$ cat config.mk
export PLATFORM = sky130hd
export DESIGN_NAME = serial_chunk_adder
export DESIGN_NICKNAME = d
export VERILOG_FILES = /design/src/rtl/csa_pkg.sv /design/src/rtl/csa.sv /design/src/rtl/serial_chunk_adder.sv
export SDC_FILE = /design/constraint.sdc
export NUM_CORES = 1
export LEC_CHECK = 0
export CAP_MARGIN = 20
export CORE_ASPECT_RATIO = 0.75
export CORE_UTILIZATION = 45
export CTS_BUF_LIST = sky130_fd_sc_hd__clkbuf_8
export DETAILED_ROUTE_END_ITERATION = 7
export PLACE_DENSITY = 0.72
export SLEW_MARGIN = 20
export SYNTH_ARGS = -nofsm -noshare
export SYNTH_HDL_FRONTEND = slang
export SYNTH_HIERARCHICAL = 1
export SYNTH_SLANG_ARGS = --single-unit
$ cat constraint.sdc
create_clock -name clk -period 3.4 [get_ports clk]
set_input_delay 0.51 -clock clk [delete_from_list [all_inputs] [get_ports clk]]
set_output_delay 0.51 -clock clk [all_outputs]
set_load 0.005 [all_outputs]
$ cat src/rtl/csa_pkg.sv
// ============================================================================
// Module      : csa_pkg
// Description : Shared defaults and FSM encoding for the serial chunk adder.
// Revision    : 1.0 - initial release
// ============================================================================
`default_nettype none

package csa_pkg;

    localparam int c_n_default = 3;
    localparam int c_k_default = 4;

    typedef enum logic [1:0] {
        IDLE = 2'd0,
        RUN  = 2'd1,
        DONE = 2'd2
    } state_t;

    // Chunk index width: ceil(log2(k)), never narrower than one bit.
    function automatic int idx_width(input int k);
        return (k > 1) ? $clog2(k) : 1;
    endfunction

endpackage

`default_nettype wire

$ cat src/rtl/csa.sv
// ============================================================================
// Module      : csa
// Description : N-bit carry-select adder; the upper half is precomputed for
//               both carry values and selected by the lower half's carry.
// Revision    : 1.0 - initial release
// ============================================================================
`default_nettype none

module csa
    import csa_pkg::*;
#(
    parameter int N = c_n_default
) (
    input  logic [N-1:0] a,
    input  logic [N-1:0] b,
    input  logic         ci,
    output logic [N-1:0] sum,
    output logic         co
);

    localparam int c_lo = N / 2;
    localparam int c_hi = N - c_lo;

    generate
        if (N == 1) begin : g_single
            logic [1:0] w_full;
            assign w_full = {1'b0, a} + {1'b0, b} + {1'b0, ci};
            assign sum    = w_full[0];
            assign co     = w_full[1];
        end else begin : g_split
            logic [c_lo:0] w_lo;
            logic [c_hi:0] w_hi0;
            logic [c_hi:0] w_hi1;

            assign w_lo  = {1'b0, a[c_lo-1:0]} + {1'b0, b[c_lo-1:0]}
                         + {{c_lo{1'b0}}, ci};
            assign w_hi0 = {1'b0, a[N-1:c_lo]} + {1'b0, b[N-1:c_lo]};
            assign w_hi1 = {1'b0, a[N-1:c_lo]} + {1'b0, b[N-1:c_lo]}
                         + {{c_hi{1'b0}}, 1'b1};

            assign sum[c_lo-1:0]     = w_lo[c_lo-1:0];
            assign {co, sum[N-1:c_lo]} = w_lo[c_lo] ? w_hi1 : w_hi0;
        end
    endgenerate

endmodule

`default_nettype wire

$ cat src/rtl/serial_chunk_adder.sv
// ============================================================================
// Module      : serial_chunk_adder
// Description : W=N*K bit adder that processes one N-bit chunk per cycle
//               through a single carry-select adder, LSB chunk first.
// Revision    : 1.0 - initial release
// ============================================================================
`default_nettype none

module serial_chunk_adder
    import csa_pkg::*;
#(
    parameter int N = c_n_default,
    parameter int K = c_k_default
) (
    input  logic           clk,
    input  logic           rst,
    input  logic           in_valid,
    output logic           in_ready,
    input  logic [N*K-1:0] a,
    input  logic [N*K-1:0] b,
    input  logic           ci,
    output logic           out_valid,
    input  logic           out_ready,
    output logic [N*K-1:0] sum,
    output logic           co
);

    localparam int c_w  = N * K;
    localparam int c_iw = idx_width(K);

    state_t          r_state;
    state_t          w_next_state;
    logic [c_w-1:0]  r_a;
    logic [c_w-1:0]  r_b;
    logic [c_w-1:0]  r_sum;
    logic            r_carry;
    logic [c_iw-1:0] r_idx;

    logic [N-1:0]    w_a_chunk;
    logic [N-1:0]    w_b_chunk;
    logic [N-1:0]    w_csa_sum;
    logic            w_csa_co;
    logic            w_last;

    assign w_last = (r_idx == c_iw'(K - 1));

    always_comb begin
        w_a_chunk = '0;
        w_b_chunk = '0;
        for (int i = 0; i < K; i++) begin
            if (r_idx == c_iw'(i)) begin
                w_a_chunk = r_a[i*N +: N];
                w_b_chunk = r_b[i*N +: N];
            end
        end
    end

    csa #(.N(N)) u_csa (
        .a   (w_a_chunk),
        .b   (w_b_chunk),
        .ci  (r_carry),
        .sum (w_csa_sum),
        .co  (w_csa_co)
    );

    always_ff @(posedge clk) begin
        if (rst) begin
            r_state <= IDLE;
        end else begin
            r_state <= w_next_state;
        end
    end

    always_comb begin
        w_next_state = r_state;
        case (r_state)
            IDLE:    if (in_valid)  w_next_state = RUN;
            RUN:     if (w_last)    w_next_state = DONE;
            DONE:    if (out_ready) w_next_state = IDLE;
            default: w_next_state = IDLE;
        endcase
    end

    // Operands are captured only on acceptance, so input changes during RUN
    // or DONE cannot disturb the operation in flight.
    always_ff @(posedge clk) begin
        if (rst) begin
            r_a     <= '0;
            r_b     <= '0;
            r_sum   <= '0;
            r_carry <= 1'b0;
            r_idx   <= '0;
        end else begin
            case (r_state)
                IDLE: begin
                    if (in_valid) begin
                        r_a     <= a;
                        r_b     <= b;
                        r_carry <= ci;
                        r_sum   <= '0;
                        r_idx   <= '0;
                    end
                end
                RUN: begin
                    for (int i = 0; i < K; i++) begin
                        if (r_idx == c_iw'(i)) begin
                            r_sum[i*N +: N] <= w_csa_sum;
                        end
                    end
                    r_carry <= w_csa_co;
                    if (!w_last) begin
                        r_idx <= r_idx + c_iw'(1);
                    end
                end
                default: ;
            endcase
        end
    end

    assign in_ready  = (r_state == IDLE);
    assign out_valid = (r_state == DONE);
    assign sum       = r_sum;
    assign co        = r_carry;

endmodule

`default_nettype wire

Word-level counts from Yosys, hierarchy flattened
Index checks and enable logic that the tools add are counted.

operators by class
  $add $sub $neg = 5
  eq/ne operators = 12
  reductions and logical operators = 11
  mux-type cells = 24

operators by type and width
  operator                                                         number
  3-bit 2-to-1 mux                                                 13
  12-bit one-hot mux with 2 select lines                           1
  3-bit AND reduction                                              6
  12-bit 2-to-1 mux                                                1
  2-bit != test, second input constant                             6
  2-bit 2-to-1 mux                                                 5
  2-bit == test, second input constant                             3
  2-bit one-hot mux with 3 select lines                            1
  2-bit by 1-bit == test with 1-bit output, second input constant  2
  2-bit logical NOT                                                2
  2-bit one-hot mux with 2 select lines                            1
  2-bit AND reduction                                              2
  2-bit by 2-bit adder with 3-bit output                           1
  3-bit by 1-bit adder with 3-bit output, second input constant    1
  1-bit by 1-bit adder with 2-bit output                           1
  2-bit by 1-bit adder with 2-bit output                           1
  2-bit by 1-bit adder with 2-bit output, second input constant    1
  2-bit by 1-bit != test with 1-bit output, second input constant  1
  1-bit one-hot mux with 2 select lines                            1
  2-bit nonzero test                                               1
  1-bit 2-to-1 mux                                                 1

word-level totals
  register bits = 41
  input bits = 29
  word-level logic and storage cells = 61
  output and inout bits = 15

Logic depth before layout (Yosys ltp)
  word-level depth = 10
  depth in mapped cells = 13
  gate-level depth less buffers = 12

Hierarchy
The synthesis kept the hierarchy.

modules (own cells, without submodules)
  module              cells each  area each (um^2)  instances  sequential area each (um^2)
  serial_chunk_adder  233         1860.5            1          820.8
  csa                 12          126.4             1          0.0

Worst setup path before layout
No wires, ideal clock.

  path kind = register to register
  from = reg r_idx[0]
  to = reg r_sum[2] (netlist: sum[2])
  library setup time = 0.130 ns
  data required time = 3.270 ns
  cell stages (with the launch flop) = 13
  period minus slack after synthesis = 2.741 ns
  path slack = 0.659 ns
  arrival = 2.611 ns
  buffers on the path = 1
  cell sequence = dfxtp_1 > inv_1 > ha_1 > buf_1 > a21oi_1 > o21ai_0 > a22o_1 > ha_1 > fa_1 > ha_1 > mux2_4 > nand2b_1 > o32ai_1

between the ends
  cells in the longest elaborated chain, start to end = 10
  elaborated cells between the ends (all ways) = 21
  classes of those cells = 4 x add/sub; 4 x eq/ne; 11 x mux; 2 x reduce/logical

RTL lines
  element                                   line                       source
  start: declaration                        serial_chunk_adder.sv:37   logic [c_iw-1:0] r_idx;
  start signal: assignment                  serial_chunk_adder.sv:112  r_idx <= r_idx + c_iw'(1);
  2-bit logical NOT                         serial_chunk_adder.sv:51   if (r_idx == c_iw'(i)) begin
  3-bit 2-to-1 mux (3 in series)            serial_chunk_adder.sv:51
  3-bit 2-to-1 mux *                        serial_chunk_adder.sv:51
  named net w_a_chunk[1]                    serial_chunk_adder.sv:39   logic [N-1:0] w_a_chunk;
  2-bit by 2-bit adder with 3-bit output *  csa.sv:37, csa.sv:38
  3-bit by 1-bit adder with 3-bit output    csa.sv:39                  + {{c_hi{1'b0}}, 1'b1};
  3-bit 2-to-1 mux *                        csa.sv:42                  assign {co, sum[N-1:c_lo]} = w_lo[c_lo] ? w_hi1 : w_hi0;
  named net w_csa_sum[2]                    serial_chunk_adder.sv:41   logic [N-1:0] w_csa_sum;
  3-bit 2-to-1 mux *                        serial_chunk_adder.sv:106  if (r_idx == c_iw'(i)) begin
  12-bit one-hot mux with 2 select lines *  serial_chunk_adder.sv:94   case (r_state)
  end signal: indexed assignment            serial_chunk_adder.sv:107  r_sum[i*N +: N] <= w_csa_sum;
  end: declaration                          serial_chunk_adder.sv:35   logic [c_w-1:0] r_sum;

The timed path passes the listed nets; every way through them passes the cells marked *. The select of a mux whose other input is x is not followed.
A chain may end at the register's enable or synchronous reset.

Final worst setup path
  from = reg r_idx[0]
  to = reg r_sum[5] (netlist: sum[5])

Same word-level chain as after synthesis.

==> results by group <==
Hold path
  • Worst Hold Depth: 2
  • Worst Hold Class: register to register

Logic synthesis
  • Commonest cells in the netlist: nand2_1, dfxtp_1, a21oi_1
  • Adder-Cell Fraction of Synth Area: 5.79%
  • Area contributors post-synth: dfxtp_1, nand2_1, a21oi_1, inv_1, o32ai_1
  • Post-synthesis register bit count: 41
  • Post-synthesis xor/xnor area fraction: 0.882%
  • Largest family of logic cells by synthesized area: simple AND/OR/NAND/NOR gates
  • Number of synthesized flops with an enable pin: 0
  • Top-count cell post-synth: nand2_1
  • Primary FF master, synth: dfxtp_1
  • Simple-gate share of the synthesized area: 21.5%
  • Synth Area in Compound Gates: 20.6%
  • Post-synthesis sequential area ratio: 41.3%
  • Synth Cell Area: 1990 um^2
  • Synth area leader: dfxtp_1
  • Syn nets: 282
  • Distinct cell type count after synthesis: 31
  • Syn_area_per_cell: 8.11 um^2
  • Mux cell area share after synthesis: 0.756%
  • Yosys warning total: 6
  • Top cell type's share of synthesized area: 41.3%
  • Async set-reset flop share out of synthesis: 0%
  • Synthesized netlist cell count: 245

STA
  • Setup Viol. Count Final: 0
  • Final hold vios: 0
  • WHS: 461 ps
  • Fin crit share: 87.6%
  • Max Freq: 336 MHz
  • Worst-Margin Slew: 872 ps
  • Min Tclk post-route: 2980 ps
  • Max Slew Vio Count: 0
  • Setup TNS: 0 ps
  • RSZ-0062 raised after global routing: no
  • Slew HR: 41.7%
  • Layout Skew: 8.64 ps

Floorplan
  • Top-level I/O count: 44
  • Die H: 59.5 um
  • Standard-cell row count: 20
  • Die width: 78.7 um
  • Die area: 4690 um^2
  • Core area: 4130 um^2
  • Initial Util: 48.1%

Global routing
  • Initial antenna violation count: 0
  • First-pass GRT wire length: 7360 um
  • Largest net degree at the start of global routing: 32
  • Total track usage: 20.8%
  • Overflow after GRT: 0
  • Number of global-route vias before repair: 1598

Worst setup path
  • Worst path bufs/invs: 1
  • Worst EP arrival: 3130 ps
  • Crit-path slowest cell: fa_1
  • Reg2reg path depth: 11
  • Startpoint type of the worst setup path: register
  • Crit-path cells: inv_1, ha_1, a21oi_1, o21ai_0, a22o_1, ha_1, fa_1, ha_1, mux2_4, nand2b_1, o32ai_1
  • Stages on worst setup path: 11
  • Critical setup path kind: register to register
  • CP max FO: 13
  • Most frequent CP cell: ha_1
  • Worst Path Required: 3560 ps
  • Family with the most delay on the worst path: adder cells
  • Crit end category: register
  • CP peak stage delay: 470 ps

Drt
  • Via count: 1743
  • Routed WL: 4310 um
  • Number of vias per cell: 5.19
  • DRT Pass-1 Iters: 4
  • Routed length per instance: 12.8 um
  • Number of DRC markers in iteration 0: 136
  • ANT nets after route: 0
  • DRC: 0

CTS
  • Hold buffers post-CTS: 0
  • Cts bufs inserted: 5
  • Clock Root Buffer: clkbuf_8
  • Clk Latency, worst-skew pair: 290 ps
  • Post-CTS sizing: 0
  • CTS tree: done
  • Htree depth: 2
  • Clock transition at path regs: 80 ps
  • CTS sink cnt: 41
  • # Post-CTS Setup Buffers: 0
  • Largest buffer count on any clock path: 2

Job
  • Max Cap Violations: 0

Status
  • Status: completed

Cells and area
  • Fraction of layout cells with a size suffix above 1: 6.76%
  • Nets: 317
  • Area grow syn2layout: 27.0%
  • Fin util: 61.1%
  • Fillers: 397
  • Antenna cells: 0

Power and ir drop
  • LEAKAGE: 0.921 nW
  • Max rail drop VDD: 0.236 mV
  • Pwr Density: 442 nW/um^2

Place
  • GPL Wtd Cong: 0.774
  • Number of buffers added on ports: 43
  • Post-DP HPWL: 2960 um
-- registers in the layout (all words and copies together), names as in the netlist --
register  cells
sum          12
r_a          12
r_state       2
r_idx         2
r_b          12
co            1
-- cell type report --
cell class | count | area (um^2) | share of cell area [%]
Multi-Input combinational cell | 164 | 985 | 39.0
Sequential cell | 41 | 821 | 32.5
Timing Repair Buffer | 45 | 445 | 17.7
Inverter | 23 | 86.3 | 3.42
Clock buffer | 6 | 82.6 | 3.27
Tap cell | 55 | 68.8 | 2.73
Clock inverter | 2 | 33.8 | 1.34
-- per-stage QoR --
step           area, um^2  std cells  total power, W  worst slack [ps]
6_report             2520        336         0.00111               421
5_1_grt              2520        336         0.00117               196
4_1_cts              2520        336         0.00113               436
3_5_place_dp         2410        328        0.000728               452
3_3_place_gp         2410        328        0.000722               589
2_1_floorplan        1990        245        0.000659               659
-- worst paths after layout --
path | from | end | slack [ps]
setup reg to reg | r_idx[0] | sum[5] | 420
hold reg to reg | r_a[2] | r_a[2] | 460
setup / recovery | r_idx[0] | sum[5] | 420
hold / removal | r_a[2] | r_a[2] | 460
-- metal layers --
metal | track usage [%] | wire length (um)
met5 | 0 | 0
met2 | 32.2 | 1900
met1 | 27.6 | 2150
met3 | 5.54 | 192
met4 | 8.73 | 76
-- report_power, final --
part	switching [W]	internal, W
Sequential	0.0000188	0.000505
Combinational	0.0000980	0.0000955
Clock	0.000161	0.000236
-- logic make-up (layout without fill, tap and decap cells) --
family / Yosys count / after routing
xor gates and xnor gates: 2 / 2
AOI/OAI and AO/OA: 66 / 66
buffers and inverters: 40 / 76
muxes: 1 / 1
adders and majority gates: 8 / 8
DFF: 41 / 41
and+or+nand+nor: 87 / 87
-- worst reg2reg max path, stage by stage, from the launching register on --
cell and delay, ps:
dfxtp_1 390, inv_1 120, ha_1 380, a21oi_1 170, o21ai_0 100, a22o_1 200
ha_1 200, fa_1 470, ha_1 290, mux2_4 280, nand2b_1 130, o32ai_1 100
-- cell usage in the layout (no fill, tap or decap), types with 2 or more instances in the layout --
cell             instances
fa_1                     2
a21oi_1                 38
clkbuf_8                 6
nand2b_1                 3
xnor2_1                  2
o21ai_0                  6
dfxtp_1                 41
nor2_1                   3
nor2b_1                  3
nand2b_4                 2
a22o_1                   6
buf_4                    2
nand3_1                  5
clkdlybuf4s50_1         43
nand2_1                 57
nand2_2                  3
ha_1                     6
o32ai_1                  9
inv_1                   24
nand3b_1                 7
a31oi_1                  3
Note: power is estimated with default switching activity, not from simulation.
